$ cat config.mk
export PLATFORM = sky130hd
export DESIGN_NAME = fetch_stage
export DESIGN_NICKNAME = d
export VERILOG_FILES = /design/src/rtl/fetch_stage_pkg.sv /design/src/rtl/fetch_stage_skid_buf.sv /design/src/rtl/fetch_stage.sv
export SDC_FILE = /design/constraint.sdc
export NUM_CORES = 1
export LEC_CHECK = 0
export ABC_CLOCK_PERIOD_IN_PS = 1900
export CAP_MARGIN = 20
export CORE_MARGIN = 1.5
export CORE_UTILIZATION = 49
export CTS_CLUSTER_DIAMETER = 200
export DETAILED_ROUTE_END_ITERATION = 10
export HOLD_SLACK_MARGIN = 0.05
export PLACE_DENSITY_LB_ADDON = 0.08
export SYNTH_ARGS = -nofsm -noshare
export SYNTH_HDL_FRONTEND = slang
export SYNTH_SLANG_ARGS = --single-unit
$ cat constraint.sdc
create_clock -name clk -period 1.9 [get_ports clk]
set_input_delay 0.38 -clock clk [delete_from_list [all_inputs] [get_ports clk]]
set_output_delay 0.38 -clock clk [all_outputs]
set_load 0.05 [all_outputs]
$ cat src/rtl/fetch_stage_pkg.sv
// Shared types and constants for the instruction-fetch stage.
package fetch_stage_pkg;

  localparam logic [31:0] INST_NOP = 32'h0000_0013;
  localparam logic [31:0] PC_STEP  = 32'd4;

  typedef enum logic [1:0] {
    FS_BOOT   = 2'd0,
    FS_RUN    = 2'd1,
    FS_HALTED = 2'd2,
    FS_FAULT  = 2'd3
  } fetch_state_t;

  typedef struct packed {
    logic [31:0] pc;
    logic [31:0] inst;
  } fetch_entry_t;

endpackage

$ cat src/rtl/fetch_stage_skid_buf.sv
// Two-entry FIFO of {pc, inst} absorbing responses while the decoder stalls.
module fetch_skid_buf
  import fetch_stage_pkg::*;
(
  input  logic         clk,
  input  logic         rst,
  input  logic         push,
  input  logic         pop,
  input  logic         flush,
  input  fetch_entry_t din,
  output logic [1:0]   count,
  output fetch_entry_t head
);

  fetch_entry_t [1:0] mem;
  logic rd_ptr, wr_ptr;

  assign head = mem[rd_ptr];

  // Caller guarantees push into a full buffer only alongside a pop.
  always_ff @(posedge clk or negedge rst) begin
    if (!rst) begin
      mem    <= '0;
      rd_ptr <= 1'b0;
      wr_ptr <= 1'b0;
      count  <= 2'd0;
    end else if (flush) begin
      rd_ptr <= 1'b0;
      wr_ptr <= 1'b0;
      count  <= 2'd0;
    end else begin
      if (push) begin
        mem[wr_ptr] <= din;
        wr_ptr      <= ~wr_ptr;
      end
      if (pop) rd_ptr <= ~rd_ptr;
      count <= count + {1'b0, push} - {1'b0, pop};
    end
  end

endmodule

$ cat src/rtl/fetch_stage.sv
// Instruction fetch: owns the PC, issues 1-cycle-latency imem reads, buffers
// responses across decoder stalls and squashes wrong-path work on redirect.
module fetch_stage
  import fetch_stage_pkg::*;
#(
  parameter logic [31:0] RESET_PC = 32'h0000_0000
) (
  input  logic        clk,
  input  logic        rst,
  output logic        imem_req,
  output logic [31:0] imem_addr,
  input  logic [31:0] imem_rdata,
  input  logic        stall,
  input  logic        redirect,
  input  logic [31:0] redirect_pc,
  input  logic        halt,
  output logic [31:0] inst,
  output logic [31:0] pc,
  output logic        inst_valid,
  output logic        fetch_fault
);

  fetch_state_t state, state_nxt;
  logic [31:0]  fetch_pc, resp_pc;
  logic         epoch, resp_epoch, resp_pending;
  logic [1:0]   skid_count;
  fetch_entry_t skid_head;
  logic         in_run, do_halt, do_redir, redir_bad, flush, live;
  logic         skid_push, skid_pop;

  assign in_run    = (state == FS_RUN);
  assign do_halt   = in_run & halt;
  assign do_redir  = in_run & redirect & ~halt;
  assign redir_bad = do_redir & (|redirect_pc[1:0]);
  assign flush     = do_halt | do_redir;
  // Responses from before the last redirect carry a stale epoch.
  assign live      = in_run & resp_pending & (resp_epoch == epoch);
  assign skid_pop  = in_run & ~flush & ~stall & (skid_count != 2'd0);
  assign skid_push = live & ~flush & (stall | (skid_count != 2'd0));

  fetch_skid_buf u_skid (
    .clk   (clk),
    .rst   (rst),
    .push  (skid_push),
    .pop   (skid_pop),
    .flush (flush),
    .din   ('{pc: resp_pc, inst: imem_rdata}),
    .count (skid_count),
    .head  (skid_head)
  );

  always_ff @(posedge clk or negedge rst) begin
    if (!rst) state <= FS_BOOT;
    else      state <= state_nxt;
  end

  always_comb begin
    state_nxt = state;
    case (state)
      FS_BOOT: state_nxt = FS_RUN;
      FS_RUN: begin
        if (halt)           state_nxt = FS_HALTED;
        else if (redir_bad) state_nxt = FS_FAULT;
      end
      default: state_nxt = state;
    endcase
  end

  // Credit check: buffered + in-flight never exceeds skid depth.
  always_comb begin
    imem_req = 1'b0;
    if (in_run && (({1'b0, skid_count} + {2'b00, resp_pending}) < 3'd2))
      imem_req = 1'b1;
  end

  assign imem_addr = fetch_pc;

  always_ff @(posedge clk or negedge rst) begin
    if (!rst) begin
      fetch_pc     <= RESET_PC;
      epoch        <= 1'b0;
      resp_pending <= 1'b0;
      resp_pc      <= '0;
      resp_epoch   <= 1'b0;
      inst         <= INST_NOP;
      pc           <= '0;
      inst_valid   <= 1'b0;
      fetch_fault  <= 1'b0;
    end else begin
      if (do_redir && !redir_bad) fetch_pc <= redirect_pc;
      else if (imem_req)          fetch_pc <= fetch_pc + PC_STEP;

      if (do_redir) epoch <= ~epoch;
      if (redir_bad) fetch_fault <= 1'b1;

      resp_pending <= imem_req & ~do_halt;
      if (imem_req) begin
        resp_pc    <= fetch_pc;
        resp_epoch <= epoch;
      end

      if (flush) begin
        inst_valid <= 1'b0;
      end else if (in_run && !stall) begin
        if (skid_count != 2'd0) begin
          inst       <= skid_head.inst;
          pc         <= skid_head.pc;
          inst_valid <= 1'b1;
        end else if (live) begin
          inst       <= imem_rdata;
          pc         <= resp_pc;
          inst_valid <= 1'b1;
        end else begin
          inst_valid <= 1'b0;
        end
      end
    end
  end

endmodule

==> results of run 1 <==
==> area by class of cell <==
type / count / share of cell area [%]
Timing Repair Buffer: 278 / 17.6
Tap cell: 319 / 2.43
Multi-Input combinational cell: 688 / 33.2
Clock inverter: 7 / 0.389
Clock buffer: 46 / 5.36
Sequential cell: 267 / 40.9
Inverter: 7 / 0.175
==> final timing paths <==
| path | startpoint | endpoint | slack, ps | cells past startpoint |
|---|---|---|---|---|
| min in group clk | redirect_pc[2] | imem_addr[2]$_DFFE_PN0P_ | 400 | 3 |
| max | u_skid.count[1]$_DFF_PN0_ | u_skid.mem[79]$_DFFE_PN0P_ | -170 | 9 |
| min reg2reg | inst[4]$_DFFE_PN1P_ | inst[4]$_DFFE_PN1P_ | 460 | 2 |
| min | rst | inst[5]$_DFFE_PN0P_ | 390 | 2 |
| max reg2reg | u_skid.count[1]$_DFF_PN0_ | u_skid.mem[79]$_DFFE_PN0P_ | -170 | 9 |
| max in group asynchronous | rst | u_skid.mem[103]$_DFFE_PN0P_ | 820 | 3 |
==> repair_timing <==
action,in CTS,in global routing
endpoints found under the hold margin,50,0
gates cloned,9,13
hold buffers,1,0
gates resized for setup,95,172
buffers inserted,17,8
pin swaps,6,36
setup endpoints to repair,177,183
==> logic make-up after synthesis <==
kind of cell / synth area share, %
fa+ha+maj: 0.320
buf+inv: 2.54
xor+xnor: 2.46
compound gates: 7.20
simple gates: 10.0
mux: 20.5
flops: 56.9
==> where the power goes <==
part	internal (mW)	switching, mW	total (mW)
logic	0.622	0.858	1.48
clock network	3.29	2.27	5.56
registers	5.89	0.197	6.09
total	9.80	3.32	13.1
==> registers in the layout (all words and copies together) (netlist names) <==
signal / flops
pc: 32
epoch: 1
inst_valid: 1
inst: 32
u_skid.count: 2
u_skid.mem: 128
u_skid.rd_ptr: 1
u_skid.wr_ptr: 1
resp_pc: 32
resp_epoch: 1
state: 2
fetch_fault: 1
resp_pending: 1
imem_addr: 32
==> synth_stat cells (3+ instances only) <==
master      n
nand2_1    91
nor2_1    108
dfstp_2     3
dfrtp_1   264
nand4_1    10
xnor2_1    22
o21ai_0    74
mux2_2    156
nor3_1     11
buf_2      13
inv_1       6
nand3_1     8
and2_1      5
nand2b_1    3
clkbuf_1   40
a21oi_1    91
and3_1      3
xor2_1     11
buf_4       5
mux2i_1    65
ha_1        3
nor2b_1     5
==> layout by cell type, fill, tap and decap left out, types with 17 or more instances in the layout <==
cell and count:
buf_6 19, clkbuf_16 36, a21oi_1 91, mux2i_1 65
mux2_4 105, nand2_1 84, dfrtp_2 17, o21ai_1 40
o21ai_0 33, nor2_1 104, buf_12 17, xnor2_1 21
buf_4 124, dlygate4sd2_1 32, dfrtp_1 246, clkdlybuf4s50_1 67
mux2_2 51
==> through the flow <==
| step | setup WS [ps] | cells | cell area [um2] | hold slack (ps) | TNS (ps) |
|---|---|---|---|---|---|
| finish | -168 | 1612 | 16400 | 386 | -13040 |
| global route | -224 | 1612 | 16400 | 409 | -25200 |
| CTS | -197 | 1600 | 15800 | 388 | -10330 |
| detailed placement | -455 | 1520 | 14200 | 367 | -64930 |
| global placement | -440 | 1520 | 14200 | 366 | -63450 |
| floorplan | -30.2 | 1021 | 11800 | 84.4 | -1270 |
==> routing by layer <==
metal  share of wire [%]  up-vias  track usage, %
met1                  46     4463            33.8
li1                    -     4048               -
met2                  47      227            39.3
met4                 1.7        0            5.35
met5                   0        -               0
met3                 4.8       41            3.23
==> summary.md, run 1 <==
| Metric | Value |
|---|---|
| Status | `complete, but fails checks` |
| Failing checks | `negative setup slack` |
| Largest net degree at the start of global routing | `61` |
| Multi-input gate area | `0.00544 mm2` |
| CTS tree | `yes` |
| Clk pin slew, worst setup/hold paths | `60 ps` |
| Min cycle time layout | `2070 ps` |
| Synthesis-stage register bit count | `267` |
| Leakage | `7.50 nW` |
| Average size of a mapped cell | `11.5 um2` |
| Die width | `158 um` |
| DRT iter0 DRCs | `419` |
| Vias per cell | `5.45` |
| Ports | `168` |
| Endpoint type of the worst setup path | `register` |
| Skew final | `12.7 ps` |
| WP data required | `2330 ps` |
| Slew HR | `64.3%` |
| Worst-margin pin slew | `536 ps` |
| Asr flop ratio synth | `100%` |
| Largest area contributor in the netlist | `dfrtp_1` |
| # H-tree levels | `1` |
| Most used DFF post-synth | `dfrtp_1` |
| Max incr delay on CP | `400 ps` |
| Final setup violation count | `146` |
| Ys Warns | `0` |
| Post-Syn Area | `0.0117 mm2` |
| Chip height | `158 um` |
| Max Fanout on Critical Path | `7` |
| Vias in the first global route | `8751` |
| Synthesis-to-layout area growth | `39.8%` |
| Syn Inst Count | `1021` |
| Nets | `1343` |
| Starting Density | `50.0%` |
| Root buffer cell | `clkbuf_16` |
| Port-buffer cells | `167` |
| Top cell type's share of synthesized area | `56.3%` |
| Initial antenna violation count | `0` |
| Final Hold Vio Count | `0` |
| GRT Overall Usage | `23.9%` |
| Crit-path leading delay family | `simple AND/OR/NAND/NOR gates` |
| Cell repeated most along the worst path | `buf_6` |
| RSZ-0062 raised after global routing | `true` |
| WL/cell | `20.0 um` |
| Startpoint Class | `register` |
| PwrDens | `800 mW/mm2` |
| # diodes | `0` |
| Area of the die | `0.0249 mm2` |
| Detail Route Antenna Nets | `0` |
| DPL Wire Length | `17800 um` |
| Fillers | `1746` |
| Clock sink count | `267` |
| Residual DRC | `0` |
| Register area | `0.00671 mm2` |
| CP Buf/Inv Count | `4` |
| Final wirelength | `32200 um` |
| Grt ovf | `0` |
| Bufs on Longest Clock Path | `3` |
| Routability cong. | `0.789` |
| Clk Latency, worst-skew pair | `550 ps` |
| Fmax | `484 MHz` |
| Crit path kind | `register to register` |
| Routed vias | `8779` |
| Final period util | `109%` |
| First-pass GRT wire length | `46600 um` |
| Hold Path Class | `primary input to asynchronous set/reset pin` |
| Maximum vdd drop | `0.000520 V` |
| Drt first pass iters | `5` |
| CTS buffer count | `29` |
| Final Core Density | `69.9%` |
| Max Cap Viol | `0` |
| Number of cell rows | `56` |
| Total power draw | `13.1 mW` |
| Crit path DAT | `2500 ps` |
| Slowest CP cell | `dfrtp_1` |
| Post-synth EDFFs | `0` |
| Final WS setup | `-168 ps` |
| Core footprint | `0.0235 mm2` |
| Sequential fraction of the synthesis area | `56.9%` |
| Unique masters post-synth | `41` |
| Ranking of synthesized cells by area | `dfrtp_1 56%, mux2_2 15%, mux2i_1 5.5%, a21oi_1 3.9%, nor2_1 3.5%` |
| Layout cells sized above 1 | `34.5%` |
| Max Slew Vio Count | `0` |
| Post-synth net total | `1093` |
| CP cell instances | `buf_6 > nor3_2 > and4b_1 > and2b_2 > buf_6 > nand2_8 > buf_6 > buf_16 > mux2_4` |
(Power assumes the default switching activity.)
==> run 2: changes to the inputs <==
--- a/config.mk
+++ b/config.mk
@@ -5,7 +5,7 @@
 export SDC_FILE = /design/constraint.sdc
 export NUM_CORES = 1
 export LEC_CHECK = 0
-export ABC_CLOCK_PERIOD_IN_PS = 1900
+export ABC_CLOCK_PERIOD_IN_PS = 1950
 export CAP_MARGIN = 20
 export CORE_MARGIN = 1.5
 export CORE_UTILIZATION = 49
==> constraint.sdc (replaced) <==
create_clock -name clk -period 1.95 [get_ports clk]
set_input_delay 0.39 -clock clk [delete_from_list [all_inputs] [get_ports clk]]
set_output_delay 0.39 -clock clk [all_outputs]
set_load 0.05 [all_outputs]
==> run 2 against run 1 <==
Net effect: the run still ends with negative setup slack left; core utilization shrank 0.20 points; clock-buffer cell count shrank 6; clock skew grew 5.2 ps; via count shrank 3.8%; first-iteration DRC count grew 3.1%; hold slack gained 2.9 ps; critical path depth shrank 3; largest power group is now the clock network.
==> summary.md, run 2 (synthesis gave the netlist of run 1 again) <==
| Metric | Value |
|---|---|
| Status | `complete, but fails checks` |
| Failing checks | `negative setup slack` |
| Max Cap Viol | `0 (unchanged)` |
| CTS buffer count | `29 (unchanged)` |
| Final setup violation count | `139 (-4.8%)` |
| CTS tree | `yes` |
| WL/cell | `18.3 um (-8.6%)` |
| Hold Path Class | `primary input to asynchronous set/reset pin` |
| Nets | `1331 (-0.89%)` |
| RR Endpoint | `u_skid.mem[33]$_DFFE_PN0P_` |
| Final Core Density | `69.7% (-0.20 points)` |
| Final wirelength | `29300 um (-9.2%)` |
| Crit-path leading delay family | `buffers and inverters` |
| Max reg flops | `128 (unchanged)` |
| Drt first pass iters | `4 (-1)` |
| Worst hold margin | `389 ps (+2.93 ps)` |
| Crit path DAT | `1700 ps (-800 ps)` |
| Critical path depth | `6 (-3)` |
| Number of cell rows | `56 (unchanged)` |
| Vias per cell | `5.28 (-3.1%)` |
| DRT iter0 DRCs | `432 (+3.1%)` |
| Layout cells sized above 1 | `31.7% (-2.8 points)` |
| RR Startpoint | `state[1]$_DFFE_PN0P_` |
| Most frequent cells in the layout | `249 x dfrtp_1, 112 x mux2_4, 106 x nor2_1` |
| Final period util | `107%` |
| Slowest CP cell | `dfrtp_1` |
| Min cycle time layout | `2090 ps` |
| Vias in the first global route | `8641 (-1.3%)` |
| Cell repeated most along the worst path | `buf_12` |
| Bufs on Longest Clock Path | `3 (unchanged)` |
| DPL Wire Length | `18000 um (+1.5%)` |
| Multi-input gate area | `0.00533 mm2 (-2.1%)` |
| Final WS setup | `-140 ps (+28.5 ps)` |
| Max Fanout on Critical Path | `3 (-4)` |
| Max incr delay on CP | `400 ps (about the same)` |
| Residual DRC | `0 (unchanged)` |
| Largest reg by FF count | `u_skid.mem` |
| Crit path kind | `register to primary output` |
| Routed vias | `8449 (-3.8%)` |
| First-pass GRT wire length | `46900 um (+0.46%)` |
| # diodes | `0 (unchanged)` |
| Initial antenna violation count | `0 (unchanged)` |
| Starting Density | `50.0% (unchanged)` |
| Largest net degree at the start of global routing | `73 (+20%)` |
| Worst-margin pin slew | `501 ps (-35.1 ps)` |
| CP Buf/Inv Count | `4 (unchanged)` |
| Clk Latency, worst-skew pair | `550 ps (about the same)` |
| Max Slew Vio Count | `0 (unchanged)` |
| Synthesis-to-layout area growth | `39.4%` |
| Setup_tns | `-11360 ps (+1680 ps)` |
| Endpoint type of the worst setup path | `primary output` |
| Maximum vdd drop | `0.000758 V (+46%)` |
| Die width | `158 um (unchanged)` |
| Core footprint | `0.0235 mm2 (unchanged)` |
| Area of the die | `0.0249 mm2 (unchanged)` |
| Fillers | `1772 (+1.5%)` |
| CP cell instances | `buf_6 > nor3b_4 > nand2_1 > inv_2 > buf_12 > buf_12` |
| Clock sink count | `267 (unchanged)` |
| GRT Overall Usage | `24.1% (+0.15 points)` |
| Ports | `168 (unchanged)` |
| Commonest non-fill, non-tap cell in the layout | `dfrtp_1` |
| Port-buffer cells | `167 (unchanged)` |
| WP data required | `1560 ps (-770 ps)` |
| Root buffer cell | `clkbuf_16` |
| Register area | `0.00671 mm2 (about the same)` |
| # H-tree levels | `1 (unchanged)` |
| Routability cong. | `0.806 (+2.2%)` |
| Grt ovf | `0 (unchanged)` |
| RSZ-0062 raised after global routing | `true` |
| Detail Route Antenna Nets | `0 (unchanged)` |
| Skew final | `17.9 ps (+5.21 ps)` |
| Clk pin slew, worst setup/hold paths | `60 ps (about the same)` |
| Startpoint Class | `register` |
| Final Hold Vio Count | `0 (unchanged)` |
| Chip height | `158 um (unchanged)` |
| Total power draw | `13.4 mW (+1.8%)` |
| Slew HR | `66.7% (+2.5 points)` |
| PwrDens | `816 mW/mm2 (+2.1%)` |
| Fmax | `479 MHz` |
| Flop2flop setup slack | `-130 ps (+40 ps)` |
| R2R cell count | `9 (unchanged)` |
| Leakage | `7.51 nW (+0.13%)` |
[run 2: worst max-delay path by stage]
stage | end | start | slack (ps)
after floorplan | imem_addr[21]$_DFFE_PN0P_ | imem_addr[5]$_DFFE_PN0P_ | -60
after global placement | u_skid.mem[10]$_DFFE_PN0P_ | stall | -330
after detailed placement | u_skid.mem[74]$_DFFE_PN0P_ | stall | -380
after CTS | imem_req | u_skid.count[1]$_DFF_PN0_ | -190
after global routing | u_skid.mem[99]$_DFFE_PN0P_ | u_skid.count[1]$_DFF_PN0_ | -230
final | imem_req | u_skid.count[1]$_DFF_PN0_ | -140
[run 2: routing by layer]
| metal | share of wire [%] | track usage [%] | wire (um) | up-vias |
|---|---|---|---|---|
| met2 | 48 | 39.9 | 14100 | 186 |
| met5 | 0 | 0 | 0 | - |
| li1 | - | - | - | 4021 |
| met4 | 1.3 | 4.99 | 366 | 0 |
| met1 | 46 | 33.8 | 13500 | 4214 |
| met3 | 4.4 | 3.37 | 1290 | 28 |
[run 2: stage by stage]
step	setup slack, ps	std cells	cell area [um2]
floorplan	-62.6	1021	11800
global placement	-332	1519	14300
detailed placement	-385	1519	14300
CTS	-188	1600	16100
global route	-228	1601	16400
finish	-140	1601	16400
[run 2: cell type report]
type,count,area share (%)
tap,319,2.44
timing repair buffer,268,17.3
multi-input combinational,686,32.6
clock inverter,14,1.41
clock buffer,40,5.12
sequential,267,41.0
inverter,7,0.161
[run 2: where the power goes]
part / internal (mW) / switching (mW) / leakage, nW
Sequential: 5.74 / 0.195 / 3.44
Clock: 3.79 / 2.25 / 0.530
Combinational: 0.594 / 0.791 / 3.54
[run 2: timing repair]
action                     4_1_cts  5_1_grt
buffers inserted                16        5
hold endpoints to repair        43        0
cloned                          10        1
setup endpoints to repair      188      148
hold buffers                     1        0
pin swaps                        5        9
resized for setup              142      108
[run 2: worst reg2reg max path, cell delays in order, from the launching register on]
cell and delay, ps:
dfrtp_1 380, buf_6 140, nor2b_4 100, and4b_1 210, and2b_1 170, buf_4 110
nor2b_4 190, buf_6 150, clkbuf_16 160, mux2_2 340
